==> config.mk <==
export PLATFORM = sky130hd
export DESIGN_NAME = multicycle_ctrl_flat
export DESIGN_NICKNAME = d
export VERILOG_FILES = /design/src/rtl/multicycle_ctrl_if.sv /design/src/rtl/multicycle_ctrl.sv /design/src/flat_wrapper.sv
export SDC_FILE = /design/constraint.sdc
export NUM_CORES = 1
export LEC_CHECK = 0
export CAP_MARGIN = 20
export CELL_PAD_IN_SITES_DETAIL_PLACEMENT = 1
export CELL_PAD_IN_SITES_GLOBAL_PLACEMENT = 2
export CORE_ASPECT_RATIO = 0.8
export CORE_MARGIN = 8
export CORE_UTILIZATION = 38
export DETAILED_ROUTE_END_ITERATION = 8
export DONT_BUFFER_PORTS = 1
export PLACE_DENSITY = 0.79
export SLEW_MARGIN = 0
export SYNTH_ARGS = -nofsm -noshare
export SYNTH_HDL_FRONTEND = slang
export SYNTH_SLANG_ARGS = --single-unit
==> constraint.sdc <==
create_clock -name clk -period 2.58 [get_ports clk]
set_input_delay 0.516 -clock clk [delete_from_list [all_inputs] [get_ports clk]]
set_output_delay 0.516 -clock clk [all_outputs]
set_load 0.05 [all_outputs]
==> src/rtl/multicycle_ctrl_if.sv <==
// Controller <-> datapath bundle: fetched instruction and ALU zero flag in,
// PC/IR/register-file/memory strobes and ALU/extension selects out.
// No flow control: the controller owns sequencing, the datapath simply obeys.
//
// Ports (master = controller, slave = fetch unit / datapath):
//   instruction, zero                      : datapath -> controller
//   pc_wr, ir_wr, jump, branch, reg_wr,
//   mem_wr, reg_dst, alu_src, mem_to_reg,
//   ext_op, alu_op, state, illegal, retired: controller -> datapath
interface multicycle_ctrl_if #(
  parameter int CNT_W = 32
);
  logic [31:0]      instruction;
  logic             zero;
  logic             pc_wr;
  logic             ir_wr;
  logic             jump;
  logic             branch;
  logic             reg_wr;
  logic             mem_wr;
  logic             reg_dst;
  logic             alu_src;
  logic             mem_to_reg;
  logic [1:0]       ext_op;
  logic [2:0]       alu_op;
  logic [2:0]       state;
  logic             illegal;
  logic [CNT_W-1:0] retired;

  modport master (
    input  instruction, zero,
    output pc_wr, ir_wr, jump, branch, reg_wr, mem_wr, reg_dst, alu_src,
           mem_to_reg, ext_op, alu_op, state, illegal, retired
  );

  modport slave (
    output instruction, zero,
    input  pc_wr, ir_wr, jump, branch, reg_wr, mem_wr, reg_dst, alu_src,
           mem_to_reg, ext_op, alu_op, state, illegal, retired
  );
endinterface

==> src/rtl/multicycle_ctrl.sv <==
// Multi-cycle MIPS main controller: sequences IF/ID/EXE/MEM/WB per instruction.
// Latency: 2 (j/illegal), 3 (beq), 4 (R/ori/lui/sw), 5 (lw) cycles per instruction.
// No backpressure: every state advances each clock; pc_wr pulses on the last cycle.
//
// Ports: clk, rst (async, active-high), bus (multicycle_ctrl_if.master).
module multicycle_ctrl #(
  parameter int CNT_W = 32
) (
  input  logic              clk,
  input  logic              rst,
  multicycle_ctrl_if.master bus
);

  localparam logic [2:0] S_IF  = 3'd0;
  localparam logic [2:0] S_ID  = 3'd1;
  localparam logic [2:0] S_EXE = 3'd2;
  localparam logic [2:0] S_MEM = 3'd3;
  localparam logic [2:0] S_WB  = 3'd4;

  localparam logic [5:0] OP_R   = 6'b000000;
  localparam logic [5:0] OP_ORI = 6'b001101;
  localparam logic [5:0] OP_LUI = 6'b001111;
  localparam logic [5:0] OP_LW  = 6'b100011;
  localparam logic [5:0] OP_SW  = 6'b101011;
  localparam logic [5:0] OP_BEQ = 6'b000100;
  localparam logic [5:0] OP_J   = 6'b000010;

  localparam logic [5:0] FN_ADDU = 6'b100001;
  localparam logic [5:0] FN_SUBU = 6'b100011;
  localparam logic [5:0] FN_SLT  = 6'b101010;

  logic [2:0]       r_state;
  logic [2:0]       w_next;
  logic [5:0]       r_op;
  logic [5:0]       r_fn;
  logic             r_illegal;
  logic [CNT_W-1:0] r_retired;

  logic w_is_r, w_r_ok, w_supported, w_is_lw, w_is_sw, w_is_beq, w_is_j;
  logic w_pc_wr, w_ir_wr, w_jump, w_branch, w_reg_wr, w_mem_wr;
  logic w_reg_dst, w_mem_to_reg, w_alu_src, w_bad_id;
  logic [1:0] w_ext_op;
  logic [2:0] w_alu_op;

  // zero is consumed by the fetch unit together with branch; the controller
  // never gates on it. Only opcode and funct fields of the word are decoded.
  logic w_unused_bits;
  assign w_unused_bits = ^{bus.zero, bus.instruction[25:6]};

  // Opcode/funct decode of the latched instruction.
  assign w_is_r      = (r_op == OP_R);
  assign w_r_ok      = w_is_r && ((r_fn == FN_ADDU) || (r_fn == FN_SUBU) || (r_fn == FN_SLT));
  assign w_is_lw     = (r_op == OP_LW);
  assign w_is_sw     = (r_op == OP_SW);
  assign w_is_beq    = (r_op == OP_BEQ);
  assign w_is_j      = (r_op == OP_J);
  assign w_supported = w_r_ok || w_is_lw || w_is_sw || w_is_beq || w_is_j ||
                       (r_op == OP_ORI) || (r_op == OP_LUI);

  // State register.
  always_ff @(posedge clk or posedge rst) begin
    if (rst) r_state <= S_IF;
    else     r_state <= w_next;
  end

  // Opcode/funct latch, loaded only while fetching.
  always_ff @(posedge clk or posedge rst) begin
    if (rst) begin
      r_op <= '0;
      r_fn <= '0;
    end else if (r_state == S_IF) begin
      r_op <= bus.instruction[31:26];
      r_fn <= bus.instruction[5:0];
    end
  end

  // Sticky illegal flag and retired counter (wraps naturally).
  always_ff @(posedge clk or posedge rst) begin
    if (rst) begin
      r_illegal <= 1'b0;
      r_retired <= '0;
    end else begin
      if (w_bad_id) r_illegal <= 1'b1;
      if (w_pc_wr)  r_retired <= r_retired + CNT_W'(1);
    end
  end

  // Next-state logic.
  always_comb begin
    w_next = S_IF;
    case (r_state)
      S_IF:  w_next = S_ID;
      S_ID:  w_next = (w_is_j || !w_supported) ? S_IF : S_EXE;
      S_EXE: begin
        if (w_is_beq)               w_next = S_IF;
        else if (w_is_lw || w_is_sw) w_next = S_MEM;
        else                         w_next = S_WB;
      end
      S_MEM: w_next = w_is_sw ? S_IF : S_WB;
      S_WB:  w_next = S_IF;
      default: w_next = S_IF;  // unused codes 5-7 recover to fetch
    endcase
  end

  // Output decode.
  always_comb begin
    w_pc_wr      = 1'b0;
    w_ir_wr      = 1'b0;
    w_jump       = 1'b0;
    w_branch     = 1'b0;
    w_reg_wr     = 1'b0;
    w_mem_wr     = 1'b0;
    w_reg_dst    = 1'b0;
    w_mem_to_reg = 1'b0;
    w_bad_id     = 1'b0;
    w_alu_op     = 3'b000;
    w_alu_src    = 1'b0;
    w_ext_op     = 2'b00;
    case (r_state)
      S_IF:  w_ir_wr = 1'b1;
      S_ID: begin
        if (w_is_j) begin
          w_jump  = 1'b1;
          w_pc_wr = 1'b1;
        end else if (!w_supported) begin
          // Skip the instruction: advance PC and flag it.
          w_bad_id = 1'b1;
          w_pc_wr  = 1'b1;
        end
      end
      S_EXE: begin
        if (w_is_beq) begin
          w_branch = 1'b1;
          w_pc_wr  = 1'b1;
        end
      end
      S_MEM: begin
        if (w_is_sw) begin
          w_mem_wr = 1'b1;
          w_pc_wr  = 1'b1;
        end
      end
      S_WB: begin
        w_reg_wr     = 1'b1;
        w_pc_wr      = 1'b1;
        w_reg_dst    = w_is_r;
        w_mem_to_reg = w_is_lw;
      end
      default: ;
    endcase

    // ALU/extension selects are set in EXE and held through MEM and WB.
    if ((r_state == S_EXE) || (r_state == S_MEM) || (r_state == S_WB)) begin
      case (r_op)
        OP_R: begin
          if (r_fn == FN_SUBU)     w_alu_op = 3'b001;
          else if (r_fn == FN_SLT) w_alu_op = 3'b011;
          else                     w_alu_op = 3'b000;
        end
        OP_ORI: begin
          w_alu_op  = 3'b010;
          w_alu_src = 1'b1;
        end
        OP_LUI: begin
          w_alu_op  = 3'b100;
          w_alu_src = 1'b1;
          w_ext_op  = 2'b10;
        end
        OP_LW, OP_SW: begin
          w_alu_op  = 3'b000;
          w_alu_src = 1'b1;
          w_ext_op  = 2'b01;
        end
        OP_BEQ: begin
          // Compare by subtraction; offset sign-extended for the target adder.
          w_alu_op = 3'b001;
          w_ext_op = 2'b01;
        end
        default: ;
      endcase
    end
  end

  // Reset returns state to IF asynchronously, so enables are additionally
  // masked by rst to keep ir_wr and friends quiet while reset is held.
  assign bus.pc_wr      = w_pc_wr  & ~rst;
  assign bus.ir_wr      = w_ir_wr  & ~rst;
  assign bus.jump       = w_jump   & ~rst;
  assign bus.branch     = w_branch & ~rst;
  assign bus.reg_wr     = w_reg_wr & ~rst;
  assign bus.mem_wr     = w_mem_wr & ~rst;
  assign bus.reg_dst    = w_reg_dst;
  assign bus.mem_to_reg = w_mem_to_reg;
  assign bus.alu_src    = w_alu_src;
  assign bus.alu_op     = w_alu_op;
  assign bus.ext_op     = w_ext_op;
  assign bus.state      = r_state;
  assign bus.illegal    = r_illegal | w_bad_id;
  assign bus.retired    = r_retired;

endmodule

==> src/flat_wrapper.sv <==
// flat-port wrapper written by rule: the top's interface ports become plain ports
module multicycle_ctrl_flat 
#(
  parameter int CNT_W = 32
)
  (clk, rst, bus_instruction, bus_zero, bus_pc_wr, bus_ir_wr, bus_jump, bus_branch, bus_reg_wr, bus_mem_wr, bus_reg_dst, bus_alu_src, bus_mem_to_reg, bus_ext_op, bus_alu_op, bus_state, bus_illegal, bus_retired);
  multicycle_ctrl_if #(.CNT_W(CNT_W)) bus_i ();
  input  logic clk;
  input  logic rst;
  input wire logic [$bits(bus_i.instruction)-1:0] bus_instruction;
  input wire logic [$bits(bus_i.zero)-1:0] bus_zero;
  output wire logic [$bits(bus_i.pc_wr)-1:0] bus_pc_wr;
  output wire logic [$bits(bus_i.ir_wr)-1:0] bus_ir_wr;
  output wire logic [$bits(bus_i.jump)-1:0] bus_jump;
  output wire logic [$bits(bus_i.branch)-1:0] bus_branch;
  output wire logic [$bits(bus_i.reg_wr)-1:0] bus_reg_wr;
  output wire logic [$bits(bus_i.mem_wr)-1:0] bus_mem_wr;
  output wire logic [$bits(bus_i.reg_dst)-1:0] bus_reg_dst;
  output wire logic [$bits(bus_i.alu_src)-1:0] bus_alu_src;
  output wire logic [$bits(bus_i.mem_to_reg)-1:0] bus_mem_to_reg;
  output wire logic [$bits(bus_i.ext_op)-1:0] bus_ext_op;
  output wire logic [$bits(bus_i.alu_op)-1:0] bus_alu_op;
  output wire logic [$bits(bus_i.state)-1:0] bus_state;
  output wire logic [$bits(bus_i.illegal)-1:0] bus_illegal;
  output wire logic [$bits(bus_i.retired)-1:0] bus_retired;
  assign bus_i.instruction = bus_instruction;
  assign bus_i.zero = bus_zero;
  assign bus_pc_wr = bus_i.pc_wr;
  assign bus_ir_wr = bus_i.ir_wr;
  assign bus_jump = bus_i.jump;
  assign bus_branch = bus_i.branch;
  assign bus_reg_wr = bus_i.reg_wr;
  assign bus_mem_wr = bus_i.mem_wr;
  assign bus_reg_dst = bus_i.reg_dst;
  assign bus_alu_src = bus_i.alu_src;
  assign bus_mem_to_reg = bus_i.mem_to_reg;
  assign bus_ext_op = bus_i.ext_op;
  assign bus_alu_op = bus_i.alu_op;
  assign bus_state = bus_i.state;
  assign bus_illegal = bus_i.illegal;
  assign bus_retired = bus_i.retired;
  multicycle_ctrl #(.CNT_W(CNT_W)) u_core (.clk(clk), .rst(rst), .bus(bus_i));
endmodule
# After elaboration in Yosys (flattened, before gate mapping)
# Index checks and enable logic that the tools add are counted.
# classes
mux	28
n_addsub	1
reduce_logical	18
n_eq_ne	13
bitwise	8
# ops
cell	n
adder 32 x 1 -> 32 bit (second input constant)	1
equality test 6 bit (second input constant)	5
case mux 3 bit (4 select lines)	2
2-to-1 mux 1 bit	16
2-to-1 mux 3 bit	5
equality test 6 x 4 -> 1 bit (second input constant)	2
logical OR 1 bit	12
bitwise AND 1 bit	6
equality test 3 x 2 -> 1 bit (second input constant)	2
equality test 6 x 2 -> 1 bit (second input constant)	1
equality test 6 x 3 -> 1 bit (second input constant)	1
logical NOT 6 bit	1
2-to-1 mux 2 bit	3
case mux 1 bit (4 select lines)	1
case mux 2 bit (2 select lines)	1
OR reduction 4 bit	1
equality test 3 x 1 -> 1 bit (second input constant)	1
equality test 3 bit (second input constant)	1
logical NOT 3 bit	1
OR reduction 3 bit	1
logical AND 1 bit	1
logical NOT 1 bit	1
NOT 1 bit	1
bitwise OR 1 bit	1
# word_totals
register_bits	48

# Longest topological paths before layout
# logic_depth
depth_word	14
ltp_mapped	8
depth_no_buf	6

# Least setup slack after synthesis
# OpenSTA, ideal clock, no wires.
# synth_path
path_kind	flip-flop to output port
startpoint	register u_core.r_state[0] (netlist: u_core.bus.state[0])
endpoint	output bus_alu_op[1]
t_arrival_ns	3.064
required_time_ns	2.064
path_stages_with_launch	7
path_slack_ns	-1.000
path_buffers	2
path_cell_list	dfrtp_1 > clkbuf_1 > nor2_1 > nand2_1 > and2_1 > clkbuf_1 > nor4b_1
# synth_between
elab_chain_len	4
# synth_rtl
item	line_no	source
from (decl)	multicycle_ctrl.sv:32	logic [2:0] r_state;
from (signal assigned)	multicycle_ctrl.sv:63	else r_state <= w_next;
equality test 3 x 2 -> 1 bit	multicycle_ctrl.sv:153	if ((r_state == S_EXE) || (r_state == S_MEM) || (r_state == S_WB)) begin
logical OR 1 bit	multicycle_ctrl.sv:153	
logical OR 1 bit (*)	multicycle_ctrl.sv:153	
2-to-1 mux 3 bit (*)	multicycle_ctrl.sv:153	
to (decl)	flat_wrapper.sv:22	output wire logic [$bits(bus_i.alu_op)-1:0] bus_alu_op;
# Mark *: on every way between the ends. The rest lies on a longest branch, timed or not.

# Final worst setup path
# layout_path
startpoint	register u_core.r_op[2]
endpoint	output bus_pc_wr
# layout_between
elab_chain_len	12
# layout_rtl
item	line_no	source
from (decl)	multicycle_ctrl.sv:34	logic [5:0] r_op;
from (signal assigned)	multicycle_ctrl.sv:72	r_op <= bus.instruction[31:26];
logical NOT 6 bit	multicycle_ctrl.sv:51	assign w_is_r = (r_op == OP_R);
logical AND 1 bit	multicycle_ctrl.sv:52	assign w_r_ok = w_is_r && ((r_fn == FN_ADDU) || (r_fn == FN_SUBU) || (r_fn == FN_SLT));
logical OR 1 bit (5 in series)	multicycle_ctrl.sv:57	assign w_supported = w_r_ok || w_is_lw || w_is_sw || w_is_beq || w_is_j ||
logical OR 1 bit	multicycle_ctrl.sv:58	(r_op == OP_ORI) || (r_op == OP_LUI);
2-to-1 mux 1 bit	multicycle_ctrl.sv:125	end else if (!w_supported) begin
2-to-1 mux 1 bit	multicycle_ctrl.sv:122	if (w_is_j) begin
case mux 1 bit (4 select lines) (*)	multicycle_ctrl.sv:119	case (r_state)
bitwise AND 1 bit (*)	multicycle_ctrl.sv:186	assign bus.pc_wr = w_pc_wr & ~rst;
to (decl)	flat_wrapper.sv:12	output wire logic [$bits(bus_i.pc_wr)-1:0] bus_pc_wr;
# Marks and branches as above.

==> flow_metrics.env <==
export IMPL_route_detailed_drc=0
export IMPL_portBuffers=0
export IMPL_worstPathCellList="nor4_4 -> buf_4 -> buf_6 -> and3_4 -> or3_4 -> a31oi_4 -> nor2_4"
export IMPL_critPathMaxFanout=4
export IMPL_gp_congestion=0.773
export IMPL_synth_top_area_share_pct=47.5
export IMPL_grt_antenna_before_repair=0
export IMPL_worst_pin_slew_ps=635
export IMPL_cp_num_cells=7
export IMPL_p_seq_share_pct=34.7
export IMPL_clk_path_buf_depth=2
export IMPL_finalWirelength_mm=7.25
export IMPL_synth_top_area_cell="dfrtp_1"
export IMPL_fin_crit_ps=2600
export IMPL_violations="setup timing"
export IMPL_fin_util_pct=50.7
export IMPL_cts_tree="done"
export IMPL_whs_ps=287
export IMPL_syn_area_per_cell_um2=10.4
export IMPL_yosysSeqAreaShare_pct=47.5
export IMPL_grt_pass1_wl_mm=11.6
export IMPL_critPathRequiredTime_ps=2060
export IMPL_grt_start_max_net_pins=49
export IMPL_synthAdderAreaFrac_pct=0.495
export IMPL_drive_gt1_share_pct=36.6
export IMPL_syn_to_final_growth_pct=28.7
export IMPL_viasPerCell=5.27
export IMPL_finish_instance_area_um2=3250
export IMPL_first_iter_violations=39
export IMPL_pre_cts_slack_ps=178
export IMPL_hold_path_class="in2async"
export IMPL_yosys_warnings=0
export IMPL_core_area_um2=6410
export IMPL_synth_nets=280
export IMPL_critPathLaunch="u_core.r_op[2]"
export IMPL_crit_buf_inv=2
export IMPL_critPathKind="reg2out"
export IMPL_clock_latency_ps=300
export IMPL_hold_viol_final=0
export IMPL_ant_nets=0
export IMPL_setup_viol=1
export IMPL_switching_share_pct=45.7
export IMPL_arrival_ps=2090
export IMPL_dieWidth_um=107
export IMPL_fillCellCount=703
export IMPL_io_pins=85
export IMPL_fin_skew_ps=10.8
export IMPL_power_leakage_nw=1.50
export IMPL_synth_simple_area_share_pct=27.2
export IMPL_synth_xor_area_share_pct=11.1
export IMPL_cts_htree_levels=2
export IMPL_peakVddDrop_mv=0.798
export IMPL_dominantRegCellSynth="dfrtp_1"
export IMPL_reg2reg_slack_ps=170
export IMPL_cp_end_kind="output pin"
export IMPL_p_int_w=0.00178
export IMPL_row_count=26
export IMPL_rsz0062_at_grt="yes"
export IMPL_reg2reg_to="u_core.bus.retired[12]"
export IMPL_slew_viol_final=0
export IMPL_final_common_cell="buf_4"
export IMPL_power_w=0.00328
export IMPL_final_nets=333
export IMPL_min_period_over_period_pct=101
export IMPL_ys_ff_latch=48
export IMPL_initial_core_util_pct=39.4
export IMPL_async_reset_ff_share_pct=100
export IMPL_cts_buffers=5
export IMPL_start_kind="flop"
export IMPL_critPathSlowestCell="dfrtp_2"
export IMPL_layout_common_cells="buf_4, dfrtp_1, xor2_1, nand2_1, nor2_1"
export IMPL_syn_inst=244
export IMPL_fp_dieH_um=88.9
export IMPL_grt_pass1_vias=2145
export IMPL_endpoint="bus_pc_wr"
export IMPL_synth_edff_count=0
export IMPL_wl_per_cell_um=19.0
export IMPL_cp_slowest_stage_delay_ps=450
export IMPL_dr_pass1_iters=4
export IMPL_vias=2015
export IMPL_pwr_density_cell_nw_per_um2=1010
export IMPL_clkSlewWorstSetupHoldPaths_ps=100
export IMPL_grt_ovfl_total=0
export IMPL_setup_slack_ps=-23.3
export IMPL_synthMuxAreaShare_pct=4.90
export IMPL_clock_fmax_ghz=0.384
export IMPL_r2r_cells=9
export IMPL_yosys_top_cells_area="dfrtp_1, xor2_1, mux2_2"
export IMPL_outcome="finished, violations left"
export IMPL_netlist_area_um2=2530
export IMPL_p_clk_share_pct=14.7
export IMPL_synth_compound_area_share_pct=5.99
export IMPL_grt_use_total_pct=15.2
export IMPL_cts_root_buf="clkbuf_8"
export IMPL_cpLargestDelayFamily="simple AND/OR/NAND/NOR gates"
export IMPL_synth_top_family_by_area="simple AND/OR/NAND/NOR gates"
export IMPL_combPwrFrac_pct=50.5
export IMPL_detailed_place_area_um2=2990
export IMPL_diodes=0
export IMPL_synth_cell_types=42
export IMPL_max_slew_margin_rel_pct=57.7
export IMPL_p_switching_w=0.00150
export IMPL_cap_violations=0
export IMPL_worstReg2RegStart="u_core.r_op[2]"
export IMPL_cts_sinks=48
export IMPL_post_dp_hpwl_mm=5.37
export IMPL_dieArea_um2=9530
==> Yosys cell counts, types with 2 or more instances <==
master and count:
o21bai_1 2, mux2_2 10, nor3_1 15, and2_1 3
nand4_1 8, clkbuf_1 5, nand3_1 9, nor4b_1 2
nor4_2 7, xor2_1 27, nor4b_2 2, xnor2_1 5
buf_4 2, o21ai_0 4, inv_1 5, dfrtp_1 48
nand3b_1 2, nand2_1 22, a21oi_1 7, and3_1 5
and4_1 2, nor3b_1 4, nor4_1 4, a31oi_1 2
nand2b_1 4, nor2_1 21, nor2b_1 2
==> cells by family (layout without fill, tap and decap cells) <==
group                      Yosys count  after routing
DFF                                 48             48
buffers and inverters               14             68
xor gates and xnor gates            32             32
and+or+nand+nor                    117            117
adders and majority gates            1              1
AOI/OAI and AO/OA                   21             21
muxes                               11             11
==> through the flow <==
step,setup TNS [ps],instances
after global routing,-205,382
after detailed placement,0,365
after floorplan,-1190,244
after CTS,0,377
final,-23.3,382
after global placement,0,365
==> cell type report <==
type                    count  area [um^2]  area share [%]
flip-flops and latches     48         1210            37.1
clock inverters             2         15.0           0.462
multi-input cells         182         1390            42.6
repair buffers             55          433            13.3
clock buffers               6         82.6            2.54
inverters                   5         22.5           0.693
well taps                  84          105            3.23
==> how the worst min path moves through the flow <==
stage	start	end	slack (ps)	depth (start not counted)
after detailed placement	u_core.r_illegal	u_core.r_illegal	460	1
final	rst	u_core.bus.state[2]	290	2
after global placement	u_core.r_illegal	u_core.r_illegal	450	1
after floorplan	u_core.r_illegal	u_core.r_illegal	440	1
after CTS	rst	u_core.bus.retired[11]	310	2
after global routing	rst	u_core.bus.state[2]	340	2
==> metal layers <==
metal	part of all wire, %	GRT usage [%]	up-vias
met4	0.52	3.06	0
met1	46	19.4	1010
li1	-	-	966
met2	47	25.0	35
met3	6.0	4.76	4
met5	0	0	-
==> state kept, by name (all words and copies together) (netlist names) <==
signal and flops:
u_core.bus.retired 32, u_core.r_fn 6, u_core.r_op 6, u_core.bus.state 3, u_core.r_illegal 1
==> repair_timing <==
action | in CTS | in global routing
gates resized for setup | 8 | 15
hold buffers | 0 | 0
pin swaps | 2 | 12
cloned | 0 | 0
endpoints found under the setup margin | 3 | 5
hold endpoints to repair | 0 | 0
buffers inserted | 4 | 5
==> power groups by stage <==
stage / sequential, W / combinational (W) / clock [W]
floorplan: 0.00133 / 0.000913 / 0
global route: 0.00118 / 0.00179 / 0.000521
finish: 0.00114 / 0.00166 / 0.000483
detailed placement: 0.00114 / 0.00152 / 0
global placement: 0.00114 / 0.00148 / 0
CTS: 0.00113 / 0.00160 / 0.000499
(Power assumes the default switching activity.)
